[src/rtl/aes_inv_round_ctrl.sv]
// aes_inv_round_ctrl
// Sequencer for an iterative AES inverse cipher. One 128-bit state register is
// loaded with ciphertext and then rewritten once per round key, from Nr down to
// 0. Each step waits for the key store to present the requested key. The
// finished plaintext is held until the consumer takes it.
module aes_inv_round_ctrl #(
  parameter int KEY_BITS = 128,
  parameter int RK_W     = 4
) (
  input  logic            clk,
  input  logic            rst_n,
  input  logic            in_valid,
  output logic            in_ready,
  input  logic            flush,
  output logic [RK_W-1:0] rk_idx,
  input  logic            rk_valid,
  output logic            load_in,
  output logic            state_we,
  output logic [1:0]      op_sel,
  output logic            busy,
  output logic            out_valid,
  input  logic            out_ready
);

  localparam int NR = (KEY_BITS == 256) ? 14 : 10;
  localparam logic [RK_W-1:0] RK_NR  = RK_W'(NR);
  localparam logic [RK_W-1:0] RK_ONE = RK_W'(1);

  localparam logic [2:0] IDLE  = 3'd0;
  localparam logic [2:0] INIT  = 3'd1;
  localparam logic [2:0] ROUND = 3'd2;
  localparam logic [2:0] FINAL = 3'd3;
  localparam logic [2:0] DONE  = 3'd4;

  localparam logic [1:0] OP_ARK   = 2'b00;
  localparam logic [1:0] OP_ROUND = 2'b01;
  localparam logic [1:0] OP_FINAL = 2'b10;

  logic [2:0]      state;
  logic [2:0]      next_state;
  logic [RK_W-1:0] next_rk;
  logic            key_step;

  // A datapath write happens only in a key-consuming state with the key present.
  assign key_step = rk_valid && !flush &&
                    ((state == INIT) || (state == ROUND) || (state == FINAL));

  assign state_we  = key_step;
  assign load_in   = (state == IDLE) && in_valid && !flush;
  assign in_ready  = (state == IDLE);
  assign busy      = (state != IDLE);
  assign out_valid = (state == DONE);

  // Datapath operation is a pure function of the FSM state.
  always_comb begin
    op_sel = OP_ARK;
    case (state)
      ROUND:   op_sel = OP_ROUND;
      FINAL:   op_sel = OP_FINAL;
      default: op_sel = OP_ARK;
    endcase
  end

  // Next state and next key index; flush overrides every other transition.
  always_comb begin
    next_state = state;
    next_rk    = rk_idx;
    if (flush) begin
      next_state = IDLE;
      next_rk    = RK_NR;
    end else begin
      case (state)
        IDLE: begin
          if (in_valid) begin
            next_state = INIT;
            next_rk    = RK_NR;
          end
        end
        INIT: begin
          if (rk_valid) begin
            next_state = ROUND;
            next_rk    = RK_NR - RK_ONE;
          end
        end
        ROUND: begin
          if (rk_valid) begin
            next_rk = rk_idx - RK_ONE;
            if (rk_idx == RK_ONE) begin
              next_state = FINAL;
            end
          end
        end
        FINAL: begin
          if (rk_valid) begin
            next_state = DONE;
          end
        end
        DONE: begin
          if (out_ready) begin
            next_state = IDLE;
            next_rk    = RK_NR;
          end
        end
        default: begin
          next_state = IDLE;
          next_rk    = RK_NR;
        end
      endcase
    end
  end

  // State and key-index registers; reset parks the controller in IDLE at key Nr.
  always_ff @(posedge clk or negedge rst_n) begin
    if (!rst_n) begin
      state  <= IDLE;
      rk_idx <= RK_NR;
    end else begin
      state  <= next_state;
      rk_idx <= next_rk;
    end
  end

endmodule

[config.mk]
export PLATFORM = sky130hd
export DESIGN_NAME = aes_inv_round_ctrl
export DESIGN_NICKNAME = d
export VERILOG_FILES = /design/src/rtl/aes_inv_round_ctrl.sv
export SDC_FILE = /design/constraint.sdc
export NUM_CORES = 1
export LEC_CHECK = 0
export CAP_MARGIN = 40
export CORE_AREA = 5 5 42 44
export CTS_CLUSTER_SIZE = 14
export DETAILED_ROUTE_END_ITERATION = 6
export DIE_AREA = 0 0 47 49
export HOLD_SLACK_MARGIN = 0.08
export MAX_ROUTING_LAYER = met4
export PLACE_DENSITY_LB_ADDON = 0.05
export SETUP_SLACK_MARGIN = 0.15
export SLEW_MARGIN = 40
export SYNTH_ARGS = -nofsm -noshare
export SYNTH_HDL_FRONTEND = slang
export SYNTH_SLANG_ARGS = --single-unit
[constraint.sdc]
create_clock -name clk -period 3.4 [get_ports clk]
set_clock_uncertainty 0.1 [all_clocks]
set_input_delay 0.68 -clock clk [delete_from_list [all_inputs] [get_ports clk]]
set_output_delay 0.68 -clock clk [all_outputs]
set_load 0.05 [all_outputs]
Word-level counts from Yosys, hierarchy flattened
Cells that the tools add are included.
{ "totals": {"output_inout_bits": 11, "reg_bits": 7, "input_bits": 6} }
{ "classes": {"n_eq_ne": 12, "add_sub_neg": 1, "mux": 15, "n_reduce_logical": 11} }
{ "op_table": {"columns": ["op", "n"], "rows": [
  ["3-bit two-way mux", 7],
  ["4-bit two-way mux", 5],
  ["4-bit one-hot mux with 5 select lines", 1],
  ["3-bit one-hot mux with 5 select lines", 1],
  ["3-bit by 2-bit inequality test with 1-bit output (second input constant)", 3],
  ["3-bit inequality test (second input constant)", 3],
  ["3-bit by 2-bit == test with 1-bit output (second input constant)", 2],
  ["6-bit AND reduction", 1],
  ["5-bit AND reduction", 1],
  ["4-bit by 1-bit == test with 1-bit output (second input constant)", 1],
  ["1-bit logical AND", 4],
  ["2-bit one-hot mux with 2 select lines", 1],
  ["4-bit by 1-bit subtractor with 4-bit output (second input constant)", 1],
  ["3-bit by 1-bit == test with 1-bit output (second input constant)", 1],
  ["3-bit == test (second input constant)", 1],
  ["3-bit zero test", 1],
  ["3-bit nonzero test", 1],
  ["1-bit logical OR", 2],
  ["2-bit inequality test (second input constant)", 1],
  ["1-bit zero test", 1]
]} }

Depth between registers and ports, before layout
Gate-level depths: netlist (run 1).
{ "depth": {"ltp_word": 5, "mapped_depth": 5, "mapped_depth_nobuf": 5} }

Worst setup path after synthesis (run 1)
No wires, ideal clock.
{ "synth_timing": {"kind": "flip-flop to output port", "startpoint": "reg state[0]", "endpoint": "out busy", "arrival_time_ps": 2350, "required_time_ps": 2620, "path_slack_ps": 270, "path_buffers": 1, "stages_incl_launch_ff": 4, "cell_sequence": "dfrtp_1 clkbuf_1 nor3_1 inv_1"} }
{ "synth_via": {"elab_chain_cells": 1} }
{ "synth_lines": {"columns": ["element", "line", "text"], "rows": [
  ["from (decl)", "39", "logic [2:0] state;"],
  ["from (signal assigned)", "118", "state <= next_state;"],
  ["3-bit nonzero test", "51", "assign busy = (state != IDLE);"],
  ["to (decl)", "20", "output logic busy,"]
]} }
No other way between the ends.

Worst setup path in the final report (run 1)
{ "layout_timing": {"startpoint": "in flush", "endpoint": "out load_in"} }
{ "layout_via": {"elab_chain_cells": 2} }
{ "layout_lines": {"columns": ["element", "line", "text"], "rows": [
  ["from (decl)", "14", "input logic flush,"],
  ["1-bit zero test", "49", "assign load_in = (state == IDLE) && in_valid && !flush;"],
  ["1-bit logical AND", "49", null],
  ["to (decl)", "17", "output logic load_in,"]
]} }
No other way between the ends.

==> results.json, run 1 <==
{
  "r2r_setup_slack_ps": 1650,
  "peak_vdd_ir_mv": 0.2650,
  "avgSynthCellArea_um2": 9.373,
  "std_cell_rows": 14,
  "fp.dieArea_um2": 2303,
  "worstReg2RegStart": "state[2]",
  "final_hold_vio_count": 0,
  "worst_hold_path_stage_count": 1,
  "cts.root.buffer_cell": "clkbuf_4",
  "clock_sinks": 7,
  "report.final.slew_viol_count": 0,
  "ys.warnings.count": 0,
  "ctsResizeCount": 0,
  "hold_path_end": "rk_idx[3]",
  "replace_congestion": 0.7711,
  "yosys-top-cells-count": "dfrtp_1 (5), inv_1 (5), nor2_1 (5)",
  "grt_antenna_before_repair": 0,
  "nNetsFinal": 83,
  "fmax_mhz": 352.7,
  "holdWs_ps": 436.0,
  "p_leak_nw": 0.3068,
  "grt_overflow": 0,
  "cts-buffers-inserted": 3,
  "edff_count_synth": 0,
  "antenna_left": 0,
  "instance_count_on_the_critical_path": 4,
  "core_area_um2": 1401,
  "synth_ff_type": "dfrtp_1",
  "post_detail_place_hpwl_um": 988.4,
  "fraction_of_final_layout_cells_with_drive_strength_greater_than_1_pct": 17.57,
  "synth.area.mux_share_pct": 4.918,
  "remaining_drc_errors": 0,
  "synth_top_family_by_area": "simple AND/OR/NAND/NOR gates",
  "clk_latency_ps": 250,
  "synthAdderAreaFrac_pct": 6.792,
  "synth.top_cell.area_share_pct": 23.42,
  "timing.critical_path.max_delay_family": "simple AND/OR/NAND/NOR gates",
  "synth_compound_gate_area_share_pct": 18.27,
  "ioPinCount": 17,
  "pin_count_of_the_biggest_net_entering_global_routing": 15,
  "grt_pass1_wl_mm": 2.111,
  "cts_hold_buf": 0,
  "total_power_uw": 332.8,
  "synthToLayoutAreaGrowth_pct": 36.30,
  "cts.path.max_buffers": 2,
  "drv.max_cap_violation_count": 0,
  "layout_worst_path_cycle_share_pct": 83.39,
  "remaining_max_slew_budget_at_the_tightest_pin_pct": 58.78,
  "die_height_um": 49,
  "timing_worst_slew_pin_value_ps": 609.8,
  "run_status": "finished, final reports clean",
  "synth_nets": 65,
  "finalSetupTns_ps": 0,
  "timing.reg2reg.worst_path_depth": 4,
  "yosys.area_share.simple_pct": 27.17,
  "ys_seq_area_share_pct": 33.26,
  "proportion_of_register_bits_with_asynchronous_set_or_reset_after_synthesis_pct": 100.0,
  "num_antenna_cells": 0,
  "final_setup_violation_count": 0,
  "cp_slowest_stage_delay_ps": 530,
  "rsz0062_at_grt": "false",
  "cts_tree": "done",
  "crit_path_cell_trace": "clkdlybuf4s50_1, nor2_1, and3_1, buf_12",
  "crit_path_max_fanout": 7,
  "netlist-cell-type-count": 38,
  "drt-vias-per-instance": 5.322,
  "critical-path-slowest-cell": "clkdlybuf4s50_1",
  "regToRegEndpoint": "rk_idx[1]",
  "finalCriticalPeriod_ps": 2835,
  "postCtsSetupRepairBufs": 0,
  "synth.area.top_cells": "dfrtp_1 (23%), dfstp_2 (9.8%), ha_1 (4.7%), nor4_4 (4.0%), inv_1 (3.5%)",
  "power.density_cell_area_nw_per_um2": 457.0,
  "vias": 479,
  "ctsHtreeMaxLevel": 1,
  "grt_pass1_vias": 479,
  "routed_wire_length_per_instance_um": 14.33,
  "post_synth_inst_count": 57,
  "synth_xor_area_share_pct": 1.639,
  "detailedRoute.firstIterationViolations": 18,
  "post_synth_design_cell_area_um2": 534.3,
  "firstDrtPassIters": 4,
  "start_util_pct": 38.12,
  "timing.setup.critical_path_class": "input pin to primary output",
  "crit_path_end_kind": "primary output",
  "drt_wl_total_mm": 1.290,
  "worst-endpoint-required_ps": 2620,
  "die_width_um": 47,
  "place.port_buffers": 16,
  "synth-seq-cells": 7,
  "clock_pin_slew_of_the_registers_on_the_worst_case_setup_and_hold_paths_ps": 50,
  "crit_path_start_kind": "input pin",
  "global_route.usage.total_pct": 12.96,
  "critical_path_buf_inv_count": 2,
  "timing.hold.worst.class": "flip-flop to flip-flop",
  "min_from": "rk_idx[3]",
  "yosysTopAreaCell": "dfrtp_1",
  "critical_path_arrival_ps": 2060
}
## power breakdown
| group | internal, mW | switching, mW | leakage [nW] |
|---|---|---|---|
| Combinational | 0.0582 | 0.0872 | 0.203 |
| Clock | 0.0447 | 0.0300 | 0.0150 |
| Sequential | 0.0926 | 0.0200 | 0.0887 |
| Total | 0.196 | 0.137 | 0.307 |
## stage by stage
| step | worst slack (ps) | area, um^2 | utilization, % | instances |
|---|---|---|---|---|
| floorplan | 270.5 | 534.3 | - | 57 |
| global placement | 638.2 | 701.9 | 50.09 | 86 |
| detailed placement | 590.4 | 701.9 | 50.09 | 86 |
| CTS | 589.7 | 728.2 | 51.96 | 90 |
| global route | 497.9 | 728.2 | 51.96 | 90 |
| finish | 564.7 | 728.2 | 51.96 | 90 |
## worst max path at each step
stage,from,to,slack [ps]
finish,flush,load_in,560
global route,flush,load_in,500
CTS,flush,load_in,590
detailed placement,flush,load_in,590
global placement,flush,load_in,640
floorplan,state[0],busy,270
## layout by cell type (no fill, tap or decap), types with 2 or more instances in the layout
cell type	instances
dfstp_2	2
clkbuf_4	3
o21ai_0	3
clkdlybuf4s50_1	14
inv_1	5
nor3b_1	2
dfrtp_1	5
nor2_1	5
nor3_1	2
nand2_1	2
ha_1	2
## logic make-up (layout without fill, tap and decap cells)
| logic type | count (synthesis) | in the layout |
|---|---|---|
| simple gates | 22 | 22 |
| compound gates | 13 | 13 |
| buf+inv | 9 | 26 |
| flops | 7 | 7 |
| fa+ha+maj | 3 | 3 |
| mux | 2 | 2 |
| xor+xnor | 1 | 1 |
## registers in the layout, indices dropped and copies added (netlist names)
signal / cells
state: 3
rk_idx: 4
## layout make-up
| type | instances | area [um^2] |
|---|---|---|
| inverter | 6 | 22.52 |
| timing repair buffer | 16 | 167.7 |
| tap | 16 | 20.02 |
| clock buffer | 4 | 26.28 |
| fill | 132 | 673.1 |
| sequential | 7 | 177.7 |
| multi-input combinational | 41 | 314.1 |
## layer usage
layer / up-vias / track usage (%) / share of wire, %
met5: - / - / 0
met4: 0 / 2.765 / 0
met3: 0 / 6.642 / 5.3
met2: 12 / 19.23 / 49
met1: 225 / 15.52 / 46
li1: 242 / - / -
(Power assumes the default switching activity.)
==> inputs of run 2 (changes only) <==
- CORE_AREA: 5 5 42 44 -> default
- CORE_MARGIN: default -> 5
- CORE_UTILIZATION: default -> 39
- DIE_AREA: 0 0 47 49 -> default
- clock period: 3.4 -> 2.3 ns (I/O delays scaled with it)
==> run 2 against run 1 <==
Sequential cell count unchanged. First-iteration DRC count down 67%. Critical path depth unchanged. Highest routed layer unchanged. Utilization up 10 points. Total power up 53%. Die area down 4.0%. Sequential power up 45%. Combinational power up 59%. Worst hold slack worse by 74 ps. Non-clock buffer count up 5. Routed wire length up 1.2%.
==> results.json, run 2 (same netlist as run 1, synthesis figures left out) <==
{
  "run_status": "finished, final reports clean",
  "area_of_the_multi_input_gates_um2": 330.3,
  "crit_path_end_kind": "primary output",
  "pin_count_of_the_biggest_net_entering_global_routing": 14,
  "finalCoreUtilization_pct": 62.02,
  "die_width_um": 47.01,
  "critical_path_arrival_ps": 1540,
  "die_height_um": 47.01,
  "fmax_mhz": 477.1,
  "timing_worst_slew_pin_value_ps": 504.7,
  "cts.path.max_buffers": 2,
  "cp_slowest_stage_delay_ps": 490,
  "num_antenna_cells": 0,
  "instances_no_fill": 94,
  "timing.critical_path.max_delay_family": "buffers and inverters",
  "r2r_setup_slack_ps": 550,
  "max_flop_register": "rk_idx",
  "place_inst": 90,
  "clk_latency_ps": 250,
  "final_hold_vio_count": 0,
  "largest_register_ff_count": 4,
  "start_util_pct": 41.06,
  "antenna_left": 0,
  "peak_vdd_ir_mv": 0.3277,
  "critical-path-slowest-cell": "clkdlybuf4s50_1",
  "sequential_cell_area_um2": 178.9,
  "critical_path_buf_inv_count": 3,
  "core_area_um2": 1301,
  "grt_pass1_wl_mm": 2.221,
  "final_setup_violation_count": 0,
  "ioPinCount": 17,
  "clock_sinks": 7,
  "report.final.slew_viol_count": 0,
  "finalCriticalPeriod_ps": 2096,
  "post_detail_place_hpwl_um": 999.5,
  "ctsHtreeMaxLevel": 1,
  "p_leak_nw": 0.3648,
  "rsz0062_at_grt": "true",
  "crit_path_max_fanout": 4,
  "worst-endpoint-required_ps": 1740,
  "global_route.usage.total_pct": 14.64,
  "detailedRoute.firstIterationViolations": 6,
  "timing.setup.critical_path_class": "input pin to primary output",
  "drt_wl_total_mm": 1.306,
  "remaining_max_slew_budget_at_the_tightest_pin_pct": 66.30,
  "synthToLayoutAreaGrowth_pct": 51.05,
  "crit_path_cell_trace": "clkdlybuf4s50_1, inv_2, nor4_2, buf_12",
  "vias": 500,
  "timing.hold.worst.class": "input pin to async pin",
  "cts.root.buffer_cell": "clkbuf_4",
  "nNetsFinal": 88,
  "drv.max_cap_violation_count": 0,
  "grt_pass1_vias": 508,
  "cts-buffers-inserted": 3,
  "replace_congestion": 0.8134,
  "drt-vias-per-instance": 5.319,
  "remaining_drc_errors": 0,
  "cts_tree": "done",
  "mostFrequentLayoutCell": "buf_4",
  "routed_wire_length_per_instance_um": 13.89,
  "clock_pin_slew_of_the_registers_on_the_worst_case_setup_and_hold_paths_ps": 50,
  "place.port_buffers": 16,
  "crit_path_start_kind": "input pin",
  "fp.dieArea_um2": 2210,
  "fraction_of_final_layout_cells_with_drive_strength_greater_than_1_pct": 34.18,
  "grt_overflow": 0,
  "cts_hold_buf": 0,
  "firstDrtPassIters": 4,
  "grt_antenna_before_repair": 0,
  "holdWs_ps": 362.1,
  "layout_worst_path_cycle_share_pct": 91.13,
  "power.density_cell_area_nw_per_um2": 629.9,
  "largestRegisters": "rk_idx: 4 flops, state: 3 flops",
  "layout.filler_cells": 122,
  "final_cell_mix": "buf_4 (8), clkdlybuf4s50_1 (6), inv_1 (5), nor2_1 (5)",
  "std_cell_rows": 13
}
[run 2: cell count changes in the layout (fill, tap and decap cells not counted)]
cell	previous run	this run
buf_12	1	4
buf_4	1	8
nor3b_2	0	1
dfrtp_1	5	4
nor3b_1	2	1
nor3_1	2	1
dlymetal6s2s_1	0	1
nor4_1	1	0
dfrtp_2	0	1
nor3_2	0	1
clkdlybuf4s50_1	14	6
nor4_2	0	1
dlygate4sd2_1	0	2
[run 2: through the flow]
step | setup TNS (ps) | power [mW] | area (um^2) | setup slack (ps)
after floorplan | -42.96 | 0.3153 | 550.5 | -42.96
after global placement | 0 | 0.4003 | 779.5 | 156.5
after detailed placement | 0 | 0.3996 | 779.5 | 172.6
after CTS | 0 | 0.5132 | 803.3 | 190.8
after global routing | 0 | 0.5427 | 807.0 | 138.6
final | 0 | 0.5083 | 807.0 | 204.1
[run 2: final timing paths]
kind | from | end | depth (start not counted)
setup reg to reg | state[2] | rk_idx[1] | 4
max in group asynchronous | rst_n | rk_idx[1] | 1
hold / removal | rst_n | state[0] | 1
hold reg to reg | rk_idx[3] | rk_idx[3] | 1
setup / recovery | rk_valid | state_we | 4
min in group clk | rk_idx[3] | rk_idx[3] | 1
[run 2: layout make-up]
| class | instances | share of cell area [%] |
|---|---|---|
| Tap cell | 15 | 2.326 |
| Sequential cell | 7 | 22.17 |
| Clock buffer | 4 | 3.256 |
| Multi-Input combinational cell | 41 | 40.93 |
| Inverter | 6 | 2.791 |
| Timing Repair Buffer | 21 | 28.53 |
[run 2: worst reg2reg max path, delay by kind of cell, from the launching register on]
| kind | cells | cell delay (ps) |
|---|---|---|
| simple gates | 1 | 270 |
| mux | 2 | 670 |
| flops | 1 | 560 |
| compound gates | 1 | 80 |
[run 2: power breakdown]
group | total [mW] | switching (mW) | internal [mW] | leakage (nW)
sequential | 0.164 | 0.0268 | 0.137 | 0.0871
clock | 0.114 | 0.0472 | 0.0663 | 0.0150
combinational | 0.231 | 0.136 | 0.0951 | 0.263
total | 0.508 | 0.210 | 0.299 | 0.365
[run 2: timing repair]
action | in CTS | in global routing
gates resized for setup | 2 | 2
gates cloned | 0 | 0
pin swaps | 0 | 0
setup endpoints to repair | 2 | 2
buffers inserted | 0 | 0
[run 2: layer usage]
layer	share of wire (%)	GRT usage, %	vias to the layer above
met5	0	-	-
met4	0	4.972	0
met3	4.7	4.598	0
met2	48	21.14	16
met1	48	19.21	230
li1	-	-	254
==> inputs of run 3 (changes only) <==
- CTS_CLUSTER_SIZE: 14 -> default
- PLACE_DENSITY: default -> 0.72
- PLACE_DENSITY_LB_ADDON: 0.05 -> default
==> run 3 against run 2 <==
Cell area fell by 0.62%. Critical endpoint is now rk_idx[0]. Setup slack better by 21 ps. Die area did not move. Clock power about the same. Worst hold slack gained 6.0 ps. Via count grew 2.0%. Sequential share of layout area hardly changed. Maximum frequency up 1.0%. Global-route usage fell by 1.4 points. Count of clock-buffer cells in the layout is the same. First-iteration DRC count unchanged.
==> results.json, run 3 (same netlist as run 1, synthesis figures left out) <==
{
  "run_status": "finished, final reports clean",
  "max_flop_register": "rk_idx",
  "instances_no_fill": 92,
  "total_power_uw": 507.3,
  "final_hold_vio_count": 0,
  "largest_register_ff_count": 4,
  "layout.cell_area.non_filler_um2": 802.0,
  "die_height_um": 47.01,
  "cts.path.max_buffers": 2,
  "critical_path_arrival_ps": 1510,
  "timing.setup.critical_path_class": "flip-flop to primary output",
  "grt_pass1_wl_mm": 2.028,
  "drv.max_cap_violation_count": 0,
  "start_util_pct": 41.06,
  "post_detail_place_hpwl_um": 980.8,
  "synthToLayoutAreaGrowth_pct": 50.12,
  "place_inst": 88,
  "crit_path_start_kind": "flip-flop",
  "ioPinCount": 17,
  "finalCriticalPeriod_ps": 2075,
  "antenna_left": 0,
  "dpl_cell_area_um2": 764.5,
  "timing.critical_path.max_delay_family": "buffers and inverters",
  "regToRegEndpoint": "rk_idx[1]",
  "worst-endpoint-required_ps": 1740,
  "finalSetupTns_ps": 0,
  "detailedRoute.firstIterationViolations": 6,
  "cts.root.buffer_cell": "clkbuf_4",
  "layout_worst_path_cycle_share_pct": 90.22,
  "final_setup_violation_count": 0,
  "global_route.usage.total_pct": 13.22,
  "cp_slowest_stage_delay_ps": 830,
  "die_width_um": 47.01,
  "std_cell_rows": 13,
  "critical_path_buf_inv_count": 1,
  "worstReg2RegStart": "state[2]",
  "drt_wl_total_mm": 1.280,
  "remaining_max_slew_budget_at_the_tightest_pin_pct": 65.64,
  "p_leak_nw": 0.3500,
  "crit_path_max_fanout": 6,
  "place.port_buffers": 16,
  "drt-vias-per-instance": 5.543,
  "r2r_setup_slack_ps": 510,
  "fmax_mhz": 481.9,
  "num_antenna_cells": 0,
  "clock_pin_slew_of_the_registers_on_the_worst_case_setup_and_hold_paths_ps": 50,
  "largestRegisters": "rk_idx: 4 flops, state: 3 flops",
  "fraction_of_final_layout_cells_with_drive_strength_greater_than_1_pct": 32.47,
  "routed_wire_length_per_instance_um": 13.91,
  "fp.dieArea_um2": 2210,
  "crit_path_cell_trace": "clkdlybuf4s50_1",
  "power.density_cell_area_nw_per_um2": 632.5,
  "vias": 510,
  "clock_sinks": 7,
  "cts_tree": "done",
  "timing.reg2reg.worst_path_depth": 4,
  "core_area_um2": 1301,
  "critical-path-slowest-cell": "clkdlybuf4s50_1",
  "peak_vdd_ir_mv": 0.4121,
  "grt_pass1_vias": 487,
  "crit_path_end_kind": "primary output",
  "final_cell_mix": "clkdlybuf4s50_1 (6), buf_4 (6), inv_1 (5), dfrtp_1 (5)",
  "timing.hold.worst.class": "input pin to async pin",
  "pin_count_of_the_biggest_net_entering_global_routing": 15,
  "rsz0062_at_grt": "false",
  "cts-buffers-inserted": 3,
  "grt_antenna_before_repair": 0,
  "replace_congestion": 0.7929,
  "timing_worst_slew_pin_value_ps": 515.3,
  "remaining_drc_errors": 0,
  "nNetsFinal": 86,
  "clk_latency_ps": 250,
  "grt_overflow": 0,
  "cts_hold_buf": 0,
  "report.final.slew_viol_count": 0,
  "firstDrtPassIters": 2,
  "ctsHtreeMaxLevel": 1
}
run 3: what timing repair did:
item	4_1_cts	5_1_grt
setup buffers	0	0
gates resized for setup	2	3
setup endpoints to repair	3	2
run 3: final cells by class:
class / instances / area (um^2)
Sequential cell: 7 / 177.7
Clock buffer: 4 / 26.28
Fill cell: 117 / 499.2
Multi-Input combinational cell: 41 / 341.6
Inverter: 6 / 22.52
Timing Repair Buffer: 19 / 215.2
Tap cell: 15 / 18.77
run 3: worst max path at each step:
| stage | from | endpoint | slack, ps | depth (start not counted) |
|---|---|---|---|---|
| 6_report | rk_idx[0] | rk_idx[0] | 230 | 1 |
| 5_1_grt | rk_idx[0] | rk_idx[0] | 170 | 1 |
| 4_1_cts | flush | state_we | 140 | 3 |
| 3_5_place_dp | flush | state_we | 140 | 3 |
| 3_3_place_gp | flush | state_we | 140 | 3 |
| 2_1_floorplan | state[0] | busy | -40 | 3 |
run 3: where the power goes:
part	switching (mW)	internal [mW]
registers	0.0299	0.137
logic	0.135	0.0923
clock network	0.0472	0.0663
total	0.212	0.295
run 3: metal layers:
metal	up-vias	wire length, um	global-route usage, %
met5	-	0	-
met4	0	19	4.972
met3	2	93	2.299
met2	18	556	20.87
met1	239	611	16.74
li1	251	-	-
run 3: stage by stage:
stage / worst slack, ps / hold WS, ps / util, %
after CTS: 137.4 / 378.7 / 60.58
final: 225.0 / 368.1 / 61.63
after floorplan: -42.96 / 64.41 / -
after detailed placement: 141.7 / 428.5 / 58.75
after global routing: 168.8 / 381.9 / 61.63
after global placement: 136.3 / 430.3 / 58.75
